File: config.mk
export PLATFORM = sky130hd
export DESIGN_NAME = muldiv_unit_flat
export DESIGN_NICKNAME = d
export VERILOG_FILES = /design/src/rtl/muldiv_if.sv /design/src/rtl/muldiv_unit.sv /design/src/flat_wrapper.sv
export SDC_FILE = /design/constraint.sdc
export NUM_CORES = 2
export LEC_CHECK = 0
export ABC_CLOCK_PERIOD_IN_PS = 11990
export CAP_MARGIN = 10
export CORE_MARGIN = 2
export CORE_UTILIZATION = 31
export CTS_CLUSTER_SIZE = 12
export DETAILED_ROUTE_END_ITERATION = 10
export PLACE_DENSITY = 0.56
export SLEW_MARGIN = 10
export SYNTH_ARGS = -nofsm -noshare
export SYNTH_HDL_FRONTEND = slang
export SYNTH_SLANG_ARGS = --single-unit
File: constraint.sdc
create_clock -name cpu_clk_50M -period 11.99 [get_ports cpu_clk_50M]
set_input_delay 1.7985 -clock cpu_clk_50M [delete_from_list [all_inputs] [get_ports cpu_clk_50M]]
set_output_delay 1.7985 -clock cpu_clk_50M [all_outputs]
set_load 0.03 [all_outputs]
File: src/rtl/muldiv_if.sv
// Request/response bundle between the execute stage and the HI/LO multiply/divide engine.
interface muldiv_if #(
    parameter int WIDTH = 32
);
    logic             start;
    logic [2:0]       op;
    logic [WIDTH-1:0] src_a;
    logic [WIDTH-1:0] src_b;
    logic [WIDTH-1:0] hi_cur;
    logic [WIDTH-1:0] lo_cur;
    logic             cancel;
    logic             busy;
    logic             hilowe;
    logic [WIDTH-1:0] hi_o;
    logic [WIDTH-1:0] lo_o;

    modport master (
        output start, op, src_a, src_b, hi_cur, lo_cur, cancel,
        input  busy, hilowe, hi_o, lo_o
    );
    modport slave (
        input  start, op, src_a, src_b, hi_cur, lo_cur, cancel,
        output busy, hilowe, hi_o, lo_o
    );
endinterface

File: src/rtl/muldiv_unit.sv
// HI/LO write-side engine: single-cycle MULT/MULTU, MTHI/MTLO, and a
// radix-2 restoring DIV/DIVU that stalls the pipeline through busy.
module muldiv_unit #(
    parameter int WIDTH     = 32,
    parameter int DIV_STEPS = WIDTH
) (
    input logic      cpu_clk_50M,
    input logic      cpu_rst,
    muldiv_if.slave  bus
);
    localparam int CW = $clog2(DIV_STEPS + 1);

    typedef logic [WIDTH-1:0] reg_t;
    typedef enum logic [1:0] {IDLE, DIV_RUN, DIV_FIX} state_t;

    state_t        state;
    reg_t          rem, quo, dvs;
    logic          q_neg, r_neg;
    logic [CW-1:0] cnt;
    logic          busy_r, hilowe_r;
    reg_t          hi_r, lo_r;

    // op[0] clear selects the signed flavour for both MULT and DIV
    logic               is_signed, a_neg, b_neg, step_ok;
    reg_t               abs_a, abs_b, quo_fix, rem_fix;
    logic [2*WIDTH-1:0] a_ext, b_ext, prod;
    logic [WIDTH:0]     rem_sh, diff;

    always_comb begin
        is_signed = ~bus.op[0];
        a_neg     = is_signed & bus.src_a[WIDTH-1];
        b_neg     = is_signed & bus.src_b[WIDTH-1];
        abs_a     = a_neg ? -bus.src_a : bus.src_a;
        abs_b     = b_neg ? -bus.src_b : bus.src_b;
        // Sign-extending to 2*WIDTH makes the low 2*WIDTH product bits correct for signed operands
        a_ext     = {{WIDTH{a_neg}}, bus.src_a};
        b_ext     = {{WIDTH{b_neg}}, bus.src_b};
        prod      = a_ext * b_ext;
        rem_sh    = {rem, quo[WIDTH-1]};
        diff      = rem_sh - {1'b0, dvs};
        step_ok   = ~diff[WIDTH];
        quo_fix   = q_neg ? -quo : quo;
        rem_fix   = r_neg ? -rem : rem;
    end

    always_ff @(posedge cpu_clk_50M) begin
        if (cpu_rst) begin
            state    <= IDLE;
            rem      <= '0;
            quo      <= '0;
            dvs      <= '0;
            q_neg    <= 1'b0;
            r_neg    <= 1'b0;
            cnt      <= '0;
            busy_r   <= 1'b0;
            hilowe_r <= 1'b0;
            hi_r     <= '0;
            lo_r     <= '0;
        end else begin
            hilowe_r <= 1'b0;
            case (state)
                IDLE: begin
                    if (bus.start && !bus.cancel) begin
                        case (bus.op)
                            3'b000, 3'b001: begin
                                hi_r     <= prod[2*WIDTH-1:WIDTH];
                                lo_r     <= prod[WIDTH-1:0];
                                hilowe_r <= 1'b1;
                            end
                            3'b010, 3'b011: begin
                                if (bus.src_b == '0) begin
                                    hi_r     <= bus.src_a;
                                    lo_r     <= '1;
                                    hilowe_r <= 1'b1;
                                end else begin
                                    rem    <= '0;
                                    quo    <= abs_a;
                                    dvs    <= abs_b;
                                    q_neg  <= a_neg ^ b_neg;
                                    r_neg  <= a_neg;
                                    cnt    <= '0;
                                    busy_r <= 1'b1;
                                    state  <= DIV_RUN;
                                end
                            end
                            3'b100: begin
                                hi_r     <= bus.src_a;
                                lo_r     <= bus.lo_cur;
                                hilowe_r <= 1'b1;
                            end
                            3'b101: begin
                                hi_r     <= bus.hi_cur;
                                lo_r     <= bus.src_a;
                                hilowe_r <= 1'b1;
                            end
                            default: ;
                        endcase
                    end
                end
                DIV_RUN: begin
                    if (bus.cancel) begin
                        state  <= IDLE;
                        busy_r <= 1'b0;
                    end else begin
                        rem <= step_ok ? diff[WIDTH-1:0] : rem_sh[WIDTH-1:0];
                        quo <= {quo[WIDTH-2:0], step_ok};
                        cnt <= cnt + CW'(1);
                        // busy drops as the last step lands so it covers exactly DIV_STEPS cycles
                        if (cnt == CW'(DIV_STEPS - 1)) begin
                            state  <= DIV_FIX;
                            busy_r <= 1'b0;
                        end
                    end
                end
                DIV_FIX: begin
                    state  <= IDLE;
                    busy_r <= 1'b0;
                    if (!bus.cancel) begin
                        hi_r     <= rem_fix;
                        lo_r     <= quo_fix;
                        hilowe_r <= 1'b1;
                    end
                end
                default: state <= IDLE;
            endcase
        end
    end

    assign bus.busy   = busy_r;
    assign bus.hilowe = hilowe_r;
    assign bus.hi_o   = hi_r;
    assign bus.lo_o   = lo_r;
endmodule
File: src/flat_wrapper.sv
// flat-port wrapper written by rule: the top's interface ports become plain ports
module muldiv_unit_flat 
#(
    parameter int WIDTH     = 32,
    parameter int DIV_STEPS = WIDTH
)
  (cpu_clk_50M, cpu_rst, bus_start, bus_op, bus_src_a, bus_src_b, bus_hi_cur, bus_lo_cur, bus_cancel, bus_busy, bus_hilowe, bus_hi_o, bus_lo_o);
  muldiv_if #(.WIDTH(WIDTH)) bus_i ();
  input logic cpu_clk_50M;
  input logic cpu_rst;
  input wire logic [$bits(bus_i.start)-1:0] bus_start;
  input wire logic [$bits(bus_i.op)-1:0] bus_op;
  input wire logic [$bits(bus_i.src_a)-1:0] bus_src_a;
  input wire logic [$bits(bus_i.src_b)-1:0] bus_src_b;
  input wire logic [$bits(bus_i.hi_cur)-1:0] bus_hi_cur;
  input wire logic [$bits(bus_i.lo_cur)-1:0] bus_lo_cur;
  input wire logic [$bits(bus_i.cancel)-1:0] bus_cancel;
  output wire logic [$bits(bus_i.busy)-1:0] bus_busy;
  output wire logic [$bits(bus_i.hilowe)-1:0] bus_hilowe;
  output wire logic [$bits(bus_i.hi_o)-1:0] bus_hi_o;
  output wire logic [$bits(bus_i.lo_o)-1:0] bus_lo_o;
  assign bus_i.start = bus_start;
  assign bus_i.op = bus_op;
  assign bus_i.src_a = bus_src_a;
  assign bus_i.src_b = bus_src_b;
  assign bus_i.hi_cur = bus_hi_cur;
  assign bus_i.lo_cur = bus_lo_cur;
  assign bus_i.cancel = bus_cancel;
  assign bus_busy = bus_i.busy;
  assign bus_hilowe = bus_i.hilowe;
  assign bus_hi_o = bus_i.hi_o;
  assign bus_lo_o = bus_i.lo_o;
  muldiv_unit #(.WIDTH(WIDTH), .DIV_STEPS(DIV_STEPS)) u_core (.cpu_clk_50M(cpu_clk_50M), .cpu_rst(cpu_rst), .bus(bus_i));
endmodule
### Word-level counts from Yosys, hierarchy flattened

Index checks and enable logic that the tools add are counted.

* word-level logic and storage cells: 103
* register bits after elaboration: 172
* input port bits: 135
* output and inout bits: 66

* multiply operators: 1
* eq/ne operators: 16
* bitwise logic cells: 6
* add/sub/neg operators: 6
* reductions and logical operators: 16
* multiplexer cells: 47

Operator list (number)
* 2-to-1 mux 32 bit: 19
* case mux 32 bit (2 select lines): 4
* case mux 32 bit (4 select lines): 2
* negation 32 bit: 4
* multiplier 33 x 33 -> 64 bit: 1
* subtractor 33 x 32 -> 33 bit: 1
* zero test 32 bit: 1
* 2-to-1 mux 6 bit: 4
* AND reduction 5 bit: 3
* case mux 6 bit (2 select lines): 1
* 2-to-1 mux 2 bit: 5
* 2-to-1 mux 1 bit: 8
* inequality test 2 bit (second input constant): 4
* AND reduction 4 bit: 2
* adder 6 x 1 -> 6 bit (second input constant): 1
* == test 3 x 2 -> 1 bit (second input constant): 2
* == test 3 bit (second input constant): 2
* == test 6 x 5 -> 1 bit (second input constant): 1
* inequality test 3 x 2 -> 1 bit (second input constant): 2
* inequality test 5 bit (second input constant): 1
* case mux 1 bit (2 select lines): 2
* case mux 2 bit (2 select lines): 1
* nonzero test 2 bit: 2
* OR reduction 2 bit: 2
* 14 further kinds: 17

### Longest topological paths before layout

* depth after elaboration: 7
* gate-level depth with buffers: 32

### Least setup slack after synthesis

No wires, ideal clock.

* path kind: input to register
* from: in bus_src_a[31]
* to: reg u_core.hi_r[29] (netlist: u_core.bus.hi_o[29])
* data arrival time: 10489 ps
* cell stages on the path: 31
* buffers on the path: 4
* setup slack: 1441 ps
* library setup time: 61 ps
* path through: clkbuf_1 > nor2b_1 > clkbuf_1 > clkbuf_1 > nand2_1 > inv_1 > fa_1 > inv_1 > fa_1 > inv_1 > fa_1 > fa_1 > inv_1 > fa_1 > inv_1 > fa_1 > inv_1 > fa_1 > fa_1 > inv_1 > ha_1 > clkbuf_1 > nand3_1 > or4_1 > or3_1 > a211oi_1 > nor2_1 > a311oi_1 > mux2_2 > o211ai_1 > a32o_1

* longest elaborated chain between the ends: 5

RTL lines
* start, declared: line flat_wrapper.sv:13 `input wire logic [$bits(bus_i.src_a)-1:0] bus_src_a;`
* bitwise AND 1 bit: line muldiv_unit.sv:31 `a_neg = is_signed & bus.src_a[WIDTH-1];`
* multiplier 33 x 33 -> 64 bit (*): line muldiv_unit.sv:38 `prod = a_ext * b_ext;`
* case mux 32 bit (4 select lines) (*): line muldiv_unit.sv:64 `case (bus.op)`
* 2-to-1 mux 32 bit (*): line muldiv_unit.sv:63 `if (bus.start && !bus.cancel) begin`
* case mux 32 bit (2 select lines) (*): line muldiv_unit.sv:61 `case (state)`
* end signal, assigned: line muldiv_unit.sv:66 `hi_r <= prod[2*WIDTH-1:WIDTH];`
* end signal, assigned: line muldiv_unit.sv:72 `hi_r <= bus.src_a;`
* end signal, assigned: line muldiv_unit.sv:87 `hi_r <= bus.src_a;`
* end, declared: line muldiv_unit.sv:21 `reg_t hi_r, lo_r;`

Mark *: on every way between the ends. The rest lies on a longest branch, timed or not. The select of a mux whose other input is x is not followed.
A chain may end at the register's enable or synchronous reset.

### Worst setup path after layout

* from: in bus_src_b[10]
* to: reg u_core.hi_r[29] (netlist: u_core.bus.hi_o[29])

* longest elaborated chain between the ends: 4
* elaborated cells on any way between the ends: 7
* classes of those cells: mul (1); eq/ne (1); mux (3); reduce/logical (2)

RTL lines
* start, declared: line flat_wrapper.sv:14 `input wire logic [$bits(bus_i.src_b)-1:0] bus_src_b;`
* multiplier 33 x 33 -> 64 bit: line muldiv_unit.sv:38
* case mux 32 bit (4 select lines): line muldiv_unit.sv:64
* 2-to-1 mux 32 bit: line muldiv_unit.sv:63
* case mux 32 bit (2 select lines): line muldiv_unit.sv:61

Several ways; a longest one is shown, not always the timed one. The select of a mux whose other input is x is not followed.

==> impl_results.md <==
* Outcome: complete, no violations
* Die ar. at 166700 µm²
* Layout area overhead at 9.264%
* Vias per cell at 5.164
* TNS Setup at 0 ns
* Worst R2R End: u_core.rem[0]
* CP required at 12.43 ns
* DP Wirelength at 146500 µm
* Synth Area in Compound Gates at 9.808%
* Pin count of the biggest net entering global routing at 77
* Average wire per standard cell at 22.66 µm
* Post-synthesis register bit count at 172
* Finish-stage setup viols at 0
* CTS Buffer Depth at 3
* Root buffer cell: clkbuf_16
* Initial antenna violation count at 22
* Cell area after synthesis at just over 50000 µm²
* Crit path kind: in2reg
* Ys async rst share at 0%
* PortBufs at 200
* Clk slew on worst S/H paths at roughly 0.060 ns
* Setup crit end: u_core.bus.hi_o[29]
* Total Routed Length at around 180000 µm
* Gpl congestion at about 0.96
* # resized after CTS at 0
* Combined area of the multi-input logic cells at 41430 µm²
* XOR/XNOR share of the synthesized area at approximately 3.7%
* Core Footprint at 162600 µm²
* Setup crit start: bus_src_b[10]
* Fillers at 17160
* Startpoint Class: input port
* Fin. Hold Viols at 0
* Pre-Repair DR Iteration Count at 7
* Max-slew violation count at 0
* Congestion Overflow GR at 0
* Period minus WS final at around 11 ns
* Most area-hungry cell type in the Yosys netlist: fa_1
* All-Layer GR Usage at 22.20%
* CTS tree: yes
* Hold Buf Count CTS at 0
* Tcrit/Tclk final at 91.16%
* Dominant synthesized flop cell: dfxtp_1
* Worst Setup End Kind: register
* Nets at 7408
* Setup bufs post-CTS at 0
* Mapped Cells at between 5000 and 6000
* Worst reg2reg path depth at 16
* Commonest non-fill, non-tap cell in the layout: inv_1
* Slew at the pin with the worst max-slew slack at roughly 1.3 ns
* CTS sink count at between 150 and 200
* Drt drc at 0
* F_max at just over 90 MHz
* Share of cells above drive strength 1 at under 10%
* Yosys warns at 0
* Simple-gate share of the synthesized area at ~16%
* Synth Net Count at 7447
* Clock skew at 0.01513 ns
* H-tree levels at 4
* Clk Latency, worst-skew pair at 0.51 ns
* EDFF count, synth at 0
* # rows at around 150
* DRT iter0 DRCs at 3523
* Synth Area in Adders at 50.75%
* Initial Util at between 30% and 40%
* Max-cap violations at 0
* CP Max Fanout at 11
* Ranking of synthesized cells by area: fa_1, inv_1, nand2_1, dfxtp_1, ha_1
* Post-DRT Antenna Nets at 0
* Die Wd at between 400 and 500 µm
* Via count at 41760
* First-pass GRT wire length at 280400 µm
* Synthesized area per cell at 8.538 µm²
* Critical path arrival at roughly 11 ns
* Sequential fraction of the synthesis area at 6.797%
* # IOs at 201
* HP Class: reg2reg
* Storage element area at 3445 µm²
* Multiplexer share of the synthesized area at 1.287%
* Vias in the first global route at 44400
* Largest family of logic cells by synthesized area: adder cells
* Origin of the critical flop-to-flop path: u_core.quo[31]
* Netlist cell types at ~80
* DIE HEIGHT at 408.2 µm
* CTS buffer count at 25
* RSZ-0062 raised after global routing: no
* R2R Setup Slk at 7.06 ns
* Most frequent cells in the layout: inv_1, fa_1, nand2_1, and2_1, ha_1
* Post-synth top area share at 44.50%
* Slew margin rel. at 15.29%
## metrics by stage
step           utilization (%)  std cells  area [µm²]  hold slack [ns]  setup WS, ns
2_1_floorplan                -       5933       50660           0.4319         1.441
3_3_place_gp             33.61       8042       54640           0.4448        0.8265
3_5_place_dp             33.61       8042       54640           0.4454        0.6741
4_1_cts                  34.03       8074       55320           0.4543         1.139
5_1_grt                  34.04       8083       55340           0.4727        0.6781
6_report                 34.04       8087       55350           0.4562         1.060
## area by class of cell
type,instances,share of cell area (%)
Clock inverter,3,0.02713
Timing Repair Buffer,319,4.788
Clock buffer,29,1.212
Multi-Input combinational cell,4208,74.85
Antenna cell,13,0.05877
Tap cell,2175,4.916
Sequential cell,172,6.223
Inverter,1168,7.921
## sequential cells by signal, summed over array words and instances, names as in the netlist
register / flops
u_core.bus.hi_o: 32
u_core.bus.lo_o: 32
u_core.dvs: 32
u_core.quo: 32
u_core.rem: 32
u_core.cnt: 6
u_core.state: 2
u_core.bus.busy: 1
u_core.bus.hilowe: 1
u_core.q_neg: 1
u_core.r_neg: 1
## worst min-delay path by stage
stage | slack (ns) | from | to | cells after the start
detailed placement | 0.45 | u_core.bus.hi_o[0] | u_core.bus.hi_o[0] | 2
CTS | 0.45 | u_core.bus.hi_o[0] | u_core.bus.hi_o[0] | 2
global route | 0.47 | u_core.bus.lo_o[0] | u_core.bus.lo_o[0] | 2
finish | 0.46 | u_core.bus.hi_o[12] | u_core.bus.hi_o[12] | 2
floorplan | 0.43 | u_core.dvs[30] | u_core.dvs[30] | 2
global placement | 0.44 | u_core.dvs[30] | u_core.dvs[30] | 2
## Yosys cell counts, drive strengths merged (6+ instances only)
cell type	count
a211oi	58
a21o	36
a21oi	240
a221oi	33
a22o	9
a22oi	9
a311oi	7
a31o	6
a31oi	19
a32o	9
and2	371
and3	21
and4	6
buf	67
clkbuf	318
dfxtp	172
fa	1126
ha	253
inv	1165
mux2	9
mux2i	55
nand2	956
nand2b	25
nand3	35
nand4	21
nor2	191
nor2b	14
nor3	54
nor3b	8
nor4	16
o211ai	26
o21a	13
o21ai	202
o21bai	13
o31ai	35
o41ai	14
or2	8
or3	13
or4	18
xnor2	122
xor2	92
## critical path, stage by stage
cell	delay (ns)
clkdlybuf4s50_1	0.84
and2_1	0.42
fa_1	0.70
inv_1	0.11
fa_1	0.82
inv_1	0.17
fa_1	0.55
inv_1	0.41
fa_1	0.53
fa_1	0.58
fa_1	0.44
fa_1	0.49
fa_1	0.51
inv_1	0.04
ha_1	0.53
nand3_1	0.28
or3_1	0.48
a211oi_1	0.50
nor2_1	0.12
a311oi_1	0.31
mux2_2	0.37
o211ai_1	0.19
a32o_1	0.14
## kinds of logic (layout without fill, tap and decap cells)
kind of cell	Yosys count	count (layout)
and+or+nand+nor	1768	1768
buffers and inverters	1553	1519
adders and majority gates	1379	1379
AOI/OAI and AO/OA	783	783
xor gates and xnor gates	214	214
DFF	172	172
muxes	64	64
other	0	13
## per-layer routing
layer / global-route usage, % / wire length [µm] / vias to the layer above
met4: 8.214 / 7650 / 12
li1: - / - / 18040
met1: 28.62 / 73960 / 21760
met2: 37.69 / 88710 / 1606
met3: 3.190 / 12810 / 345
met5: 0 / 70 / -
Power is not shown: default switching activity piles up to over one toggle a cycle in this logic, so the estimate is an artifact.
